<file path="src/rtl/spike_event_queue.sv">
// -----------------------------------------------------------------------------
// spike_event_queue
//
// Purpose:
//   Wishbone-mapped spike input queue in front of the neuron core. The
//   management SoC pushes 8-bit axon indices into a FIFO. The FIFO head is
//   offered to the core over a valid/ready handshake. A timestep tick is
//   requested over the bus and released as a one-cycle pulse, but only once
//   every queued spike has been consumed.
//
// Ports:
//   clk, rst              - single clock, synchronous active-high reset
//   wbs_cyc_i, wbs_stb_i  - Wishbone cycle / strobe
//   wbs_we_i              - Wishbone write enable
//   wbs_sel_i             - byte selects (ignored, full-word access only)
//   wbs_adr_i, wbs_dat_i  - byte address / write data
//   wbs_ack_o, wbs_dat_o  - one-cycle acknowledge / registered read data
//   spike_valid_o         - FIFO head is valid
//   spike_axon_o          - axon index at the FIFO head
//   spike_ready_i         - neuron core accepts the head entry
//   tick_o                - one-cycle timestep pulse
//
// Register map (offset from ADDR_BASE):
//   0x00 PUSH (W)    dat[7:0] pushed into the FIFO
//   0x04 STATUS (R)  [6:0] count, [8] full, [9] empty, [10] tick_pending,
//                    [16] overflow (sticky)
//   0x08 TICK (W)    dat[0]=1 requests a tick
//   0x0C CLEAR (W)   dat[0]=1 flushes FIFO, overflow and tick_pending
//   0x10 STATS       dispatched-spike counter (optional)
//   0x14-0x1C        reserved, read as 0
//
// Optional build macro:
//   SPIKE_QUEUE_STATS_EN - when defined, 0x10 reads a 32-bit pop counter;
//                          any write to 0x10 (or a CLEAR) zeroes it. When
//                          undefined, 0x10 reads 0 and writes are ignored.
// -----------------------------------------------------------------------------
module spike_event_queue #(
   parameter int          DEPTH     = 16,
   parameter logic [31:0] ADDR_BASE = 32'h3000_0000
) (
   input  logic        clk,
   input  logic        rst,
   input  logic        wbs_cyc_i,
   input  logic        wbs_stb_i,
   input  logic        wbs_we_i,
   input  logic [3:0]  wbs_sel_i,
   input  logic [31:0] wbs_adr_i,
   input  logic [31:0] wbs_dat_i,
   output logic        wbs_ack_o,
   output logic [31:0] wbs_dat_o,
   output logic        spike_valid_o,
   output logic [7:0]  spike_axon_o,
   input  logic        spike_ready_i,
   output logic        tick_o
);

   localparam int AW = $clog2(DEPTH);
   localparam int CW = AW + 1;

   typedef enum logic [1:0] {
      S_IDLE  = 2'd0,
      S_DRAIN = 2'd1,
      S_FIRE  = 2'd2
   } tick_state_t;

   // ---------------------------------------------------------------------
   // Storage and state
   // ---------------------------------------------------------------------
   logic [7:0]    r_mem [DEPTH];
   logic [7:0]    r_head;
   logic [AW-1:0] r_wptr;
   logic [AW-1:0] r_rptr;
   logic [CW-1:0] r_count;
   logic          r_ovf;
   logic          r_pend;
   logic          r_ack;
   logic [31:0]   r_dat;
   tick_state_t   r_state;

   tick_state_t   w_state_next;
   logic [CW-1:0] w_count_next;
   logic [AW-1:0] w_rptr_next;
   logic [31:0]   w_rd_data;
   logic [31:0]   w_status;
   logic [31:0]   w_stats;

   // ---------------------------------------------------------------------
   // Wishbone decode. The "!r_ack" term forces a dead cycle between
   // back-to-back requests so each access gets exactly one ack pulse.
   // ---------------------------------------------------------------------
   logic       w_decode;
   logic       w_req;
   logic [2:0] w_off;
   logic       w_wr;
   logic       w_rd;
   logic       w_push;
   logic       w_tick_wr;
   logic       w_clear;
   logic       w_stats_wr;

   assign w_decode   = (wbs_adr_i[31:5] == ADDR_BASE[31:5]);
   assign w_req      = wbs_cyc_i && wbs_stb_i && !r_ack && w_decode;
   assign w_off      = wbs_adr_i[4:2];
   assign w_wr       = w_req && wbs_we_i;
   assign w_rd       = w_req && !wbs_we_i;
   assign w_push     = w_wr && (w_off == 3'd0);
   assign w_tick_wr  = w_wr && (w_off == 3'd2) && wbs_dat_i[0];
   assign w_clear    = w_wr && (w_off == 3'd3) && wbs_dat_i[0];
   assign w_stats_wr = w_wr && (w_off == 3'd4);

   // ---------------------------------------------------------------------
   // FIFO control. Fullness is judged on the count before any same-cycle
   // pop, so a push into a full FIFO is always dropped. CLEAR wins over pop.
   // ---------------------------------------------------------------------
   logic w_full;
   logic w_empty;
   logic w_push_ok;
   logic w_pop;

   assign w_full    = (r_count == CW'(DEPTH));
   assign w_empty   = (r_count == '0);
   assign w_push_ok = w_push && !w_full;
   assign w_pop     = !w_empty && spike_ready_i;

   always_comb begin
      w_count_next = r_count;
      w_rptr_next  = r_rptr;
      if (w_clear) begin
         w_count_next = '0;
         w_rptr_next  = '0;
      end else begin
         w_count_next = r_count + CW'(w_push_ok) - CW'(w_pop);
         w_rptr_next  = r_rptr + AW'(w_pop);
      end
   end

   always_ff @(posedge clk) begin
      if (w_push_ok) begin
         r_mem[r_wptr] <= wbs_dat_i[7:0];
      end
   end

   // Registered head read addressed by the next read pointer. When the
   // entry being written this edge becomes the head (FIFO empty after the
   // pop), the write data is forwarded instead of the stale array word.
   always_ff @(posedge clk) begin
      if (rst) begin
         r_head <= 8'd0;
      end else if (w_push_ok && (r_wptr == w_rptr_next)) begin
         r_head <= wbs_dat_i[7:0];
      end else begin
         r_head <= r_mem[w_rptr_next];
      end
   end

   always_ff @(posedge clk) begin
      if (rst) begin
         r_wptr  <= '0;
         r_rptr  <= '0;
         r_count <= '0;
         r_ovf   <= 1'b0;
      end else begin
         r_rptr  <= w_rptr_next;
         r_count <= w_count_next;
         if (w_clear) begin
            r_wptr <= '0;
            r_ovf  <= 1'b0;
         end else begin
            if (w_push_ok) begin
               r_wptr <= r_wptr + AW'(1);
            end
            if (w_push && w_full) begin
               r_ovf <= 1'b1;
            end
         end
      end
   end

   assign spike_valid_o = !w_empty;
   assign spike_axon_o  = w_empty ? 8'd0 : r_head;

   // ---------------------------------------------------------------------
   // Tick sequencer. DRAIN looks at the post-edge count so the pulse lands
   // on the cycle right after the edge that empties the FIFO. IDLE also
   // reacts to the TICK write itself, giving N+2 latency into an empty FIFO.
   // ---------------------------------------------------------------------
   always_ff @(posedge clk) begin
      if (rst) begin
         r_state <= S_IDLE;
      end else begin
         r_state <= w_state_next;
      end
   end

   always_comb begin
      w_state_next = r_state;
      tick_o       = 1'b0;
      case (r_state)
         S_IDLE: begin
            if ((r_pend || w_tick_wr) && !w_clear) begin
               w_state_next = S_DRAIN;
            end
         end
         S_DRAIN: begin
            if (w_clear) begin
               w_state_next = S_IDLE;
            end else if (w_count_next == '0) begin
               w_state_next = S_FIRE;
            end
         end
         S_FIRE: begin
            tick_o       = 1'b1;
            w_state_next = S_IDLE;
         end
         default: begin
            w_state_next = S_IDLE;
         end
      endcase
   end

   // Only one request can be outstanding: extra TICK writes while draining
   // just re-set an already-set flag, and FIRE clears it unconditionally.
   always_ff @(posedge clk) begin
      if (rst) begin
         r_pend <= 1'b0;
      end else if (w_clear || (r_state == S_FIRE)) begin
         r_pend <= 1'b0;
      end else if (w_tick_wr) begin
         r_pend <= 1'b1;
      end
   end

   // ---------------------------------------------------------------------
   // Optional dispatched-spike counter
   // ---------------------------------------------------------------------
`ifdef SPIKE_QUEUE_STATS_EN
   logic [31:0] r_pop_cnt;

   always_ff @(posedge clk) begin
      if (rst) begin
         r_pop_cnt <= 32'd0;
      end else if (w_clear || w_stats_wr) begin
         r_pop_cnt <= 32'd0;
      end else if (w_pop) begin
         r_pop_cnt <= r_pop_cnt + 32'd1;
      end
   end

   assign w_stats = r_pop_cnt;

   logic w_unused;
   assign w_unused = ^{wbs_sel_i, wbs_dat_i[31:8], wbs_adr_i[1:0]};
`else
   assign w_stats = 32'd0;

   logic w_unused;
   assign w_unused = ^{wbs_sel_i, wbs_dat_i[31:8], wbs_adr_i[1:0], w_stats_wr};
`endif

   // ---------------------------------------------------------------------
   // Read mux and registered bus response
   // ---------------------------------------------------------------------
   always_comb begin
      w_status      = 32'd0;
      w_status[6:0] = 7'(r_count);
      w_status[8]   = w_full;
      w_status[9]   = w_empty;
      w_status[10]  = r_pend;
      w_status[16]  = r_ovf;
   end

   always_comb begin
      w_rd_data = 32'd0;
      case (w_off)
         3'd1:    w_rd_data = w_status;
         3'd4:    w_rd_data = w_stats;
         default: w_rd_data = 32'd0;
      endcase
   end

   always_ff @(posedge clk) begin
      if (rst) begin
         r_ack <= 1'b0;
         r_dat <= 32'd0;
      end else begin
         r_ack <= w_req;
         r_dat <= w_rd ? w_rd_data : 32'd0;
      end
   end

   assign wbs_ack_o = r_ack;
   assign wbs_dat_o = r_dat;

endmodule

</file>
<file path="config.mk">
export PLATFORM = sky130hd
export DESIGN_NAME = spike_event_queue
export DESIGN_NICKNAME = d
export VERILOG_FILES = /design/src/rtl/spike_event_queue.sv
export SDC_FILE = /design/constraint.sdc
export NUM_CORES = 1
export LEC_CHECK = 0
export ABC_AREA = 1
export CAP_MARGIN = 20
export CORE_MARGIN = 1
export CORE_UTILIZATION = 55
export DETAILED_ROUTE_END_ITERATION = 10
export PLACE_DENSITY = 0.81
export SLEW_MARGIN = 5
export SYNTH_ARGS = -nofsm -noshare
export SYNTH_HDL_FRONTEND = slang
export SYNTH_SLANG_ARGS = --single-unit
</file>
<file path="constraint.sdc">
create_clock -name clk -period 8 [get_ports clk]
set_clock_uncertainty 0.15 [all_clocks]
set_input_delay 1.2 -clock clk [delete_from_list [all_inputs] [get_ports clk]]
set_output_delay 1.2 -clock clk [all_outputs]
set_load 0.03 [all_outputs]
</file>
==> results.toml <==
[run_status]
outcome = "finished, final reports clean"

[setup_path]
crit_path_max_fanout = 64
critPathCaptureType = "flip-flop"
cp.arrival_ns = 5.32
cp.required_ns = 8.17
worst_setup_path_start_kind = "input port"
worst-setup-path-type = "input port to flip-flop"

[detailed_routing]
drtPass1Iterations = 5
detail_route.wl_per_cell_um = 16.21
dr_total_vias = 5481
viasPerCell = 5.395
drc = 0
drtIter0Drc = 452
antenna_left = 0
drt-total-wl_um = 16470

[sta]
period_needed_ns = 5.142
drv_slew = 0
fin_crit_sh_pct = 64.28
rsz0062_at_grt = "false"
setup_viol = 0
timing.fmax_ghz = 0.1945
setup-tns-final_ns = 0
layout_setup_ws_ns = 2.858
worstMarginPinSlew_ns = 1.049
finalHoldViolations = 0
maxSlewHeadroom_pct = 29.94

[global_route]
grtUsageTotal_pct = 24.66
overflow = 0
antenna_found_initial = 0
grt_max_degree = 65
grt_pass1_wl_um = 26250
grt_pass1_vias = 5125

[synthesis]
syn_area_per_cell_um2 = 9.788
ys_ff_latch = 163
seq_area_frac_synth_pct = 59.60
async_reset_ff_share_pct = 0
yosysUniqueCellTypes = 35
syn_inst = 779
ys.flop_type = "edfxtp_1"
synth_edf_count = 128
synth_area_mm2 = 0.007625
yosys_warnings = 0

[clock_network]
cts_buffer_depth = 2
clock_latency_ns = 0.43
cts_buffers = 17
cts_tree = "yes"
cts_resized = 0
clkSlewWorstSetupHoldPaths_ns = 0.06
clock_sinks = 163
post_cts_buffers = 0
h-tree-depth = 4
hold_buffers = 0
cts_root_buffer = "clkbuf_16"

[pwr]
power_mw = 2.706
seqPwrFrac_pct = 35.5
power_density_mw_per_mm2 = 306.1
p_clk_share_pct = 29.2
ir_worst_vdd_mv = 0.2323
switchingPower_mw = 0.9638
p_leak_nw = 3.627
power.switching_fraction_pct = 35.62
combPwrFrac_pct = 35.3
intPower_mw = 1.742

[die]
rows = 42
die-area_mm2 = 0.01434
num_io_pins = 117
core_area_mm2 = 0.01340
die_y_um = 119.7
die_x_um = 119.7
initial_utilization_pct = 56.90

[layout]
fillers = 1033
syn2layout_area_growth_pct = 15.93
drive_gt1_share_pct = 9.167
regArea_mm2 = 0.004544
diodes = 0
layout_common_cells = "nand3_1, edfxtp_1, nand2_1, inv_1, nor2_1"
final_common_cell = "nand3_1"
nets = 914
multi_input_area_mm2 = 0.002406

[placement]
gp_congestion = 0.9307
place.port_buffers = 63
dp_worst_setup_slack_ns = 2.498
place_hpwl_um = 10110

[job]
maxCapViolations = 0

[worst_hold_path]
hp-class = "flip-flop to flip-flop"
[power by group through the flow]
stage / Combinational, mW / Sequential (mW) / Clock (mW)
floorplan: 0.680 / 0.975 / 0
global placement: 0.910 / 0.978 / 0
detailed placement: 0.923 / 0.979 / 0
CTS: 0.932 / 0.961 / 0.799
global route: 1.06 / 0.964 / 0.835
finish: 0.956 / 0.961 / 0.790
[final timing paths]
kind | from | end | slack, ns | depth (start not counted)
max | wbs_dat_i[0] | r_head[2] | 2.86 | 12
max reg2reg | r_count[3] | r_head[3] | 3.59 | 16
min reg2reg | r_pend | wbs_dat_o[10] | 0.29 | 2
min | r_pend | wbs_dat_o[10] | 0.29 | 2
[layout make-up]
class,count,area share (%)
Clock buffer,22,5.973
Multi-Input combinational cell,468,27.22
Tap cell,176,2.491
Inverter,113,4.798
Clock inverter,10,0.7502
Sequential cell,163,51.41
Timing Repair Buffer,64,7.360
[synthesized netlist by cell type, types with 2 or more instances]
| cell type | number | share of area, % |
|---|---|---|
| nor2_1 | 96 | 4.7 |
| o2111ai_1 | 25 | 2.9 |
| nor2_2 | 8 | 0.66 |
| nand2_2 | 3 | 0.25 |
| edfxtp_1 | 128 | 50 |
| xor2_1 | 5 | 0.57 |
| buf_2 | 13 | 0.85 |
| inv_1 | 112 | 5.5 |
| dfxtp_1 | 35 | 9.2 |
| nand3b_1 | 2 | 0.20 |
| nor3_1 | 3 | 0.20 |
| a21oi_1 | 5 | 0.33 |
| buf_1 | 3 | 0.15 |
| clkbuf_1 | 15 | 0.74 |
| buf_6 | 2 | 0.30 |
| nor2_4 | 3 | 0.44 |
| ha_1 | 12 | 2.0 |
| nand4_1 | 5 | 0.41 |
| nand3_1 | 129 | 8.5 |
| or2_2 | 24 | 2.0 |
| buf_4 | 23 | 2.3 |
| nand2_1 | 115 | 5.7 |
[cells by family (layout without fill, tap and decap cells)]
| logic type | after synthesis | in the layout | synth area share [%] |
|---|---|---|---|
| other cells | 1 | 23 | 0.04918 |
| flops | 163 | 163 | 59.60 |
| xor+xnor | 7 | 7 | 0.9026 |
| buf+inv | 170 | 209 | 9.961 |
| compound gates | 32 | 32 | 3.364 |
| simple gates | 393 | 393 | 23.89 |
| fa+ha+maj | 13 | 13 | 2.232 |
[layer usage]
layer / track usage [%] / share of wire, % / up-vias
met4: 10.00 / 2.1 / 0
met5: 0 / 0 / -
met1: 31.57 / 41 / 2525
met2: 39.52 / 48 / 282
met3: 6.987 / 9.4 / 35
li1: - / - / 2639
[worst max-delay path: stages]
cell and delay, ns:
clkdlybuf4s50_1 0.97, nand3b_1 0.21, nor2_2 0.19, nand4_4 0.82, nand2_2 1.10, nand2_1 0.12
nand3_1 0.13, nand3_1 0.14, nand3_1 0.14, nand3_1 0.11, nand2_1 0.11, inv_1 0.04
[per-stage QoR]
step                      area [µm²]  util (%)  hold WS, ns  std cells
after floorplan                 7707         -       0.2593        801
after global placement          8225     61.38       0.2733        983
after detailed placement        8225     61.38       0.2848        983
after CTS                       8820     65.82       0.2897       1015
after global routing            8840     65.97       0.3149       1016
final                           8840     65.97       0.2935       1016
[registers in the layout (all words and copies together) (netlist names)]
register	cells
r_rptr	4
wbs_dat_o	9
r_pend	1
r_head	8
r_wptr	4
r_count	5
r_ovf	1
wbs_ack_o	1
r_mem	128
r_state	2
Note: power is estimated with default switching activity, not from simulation.
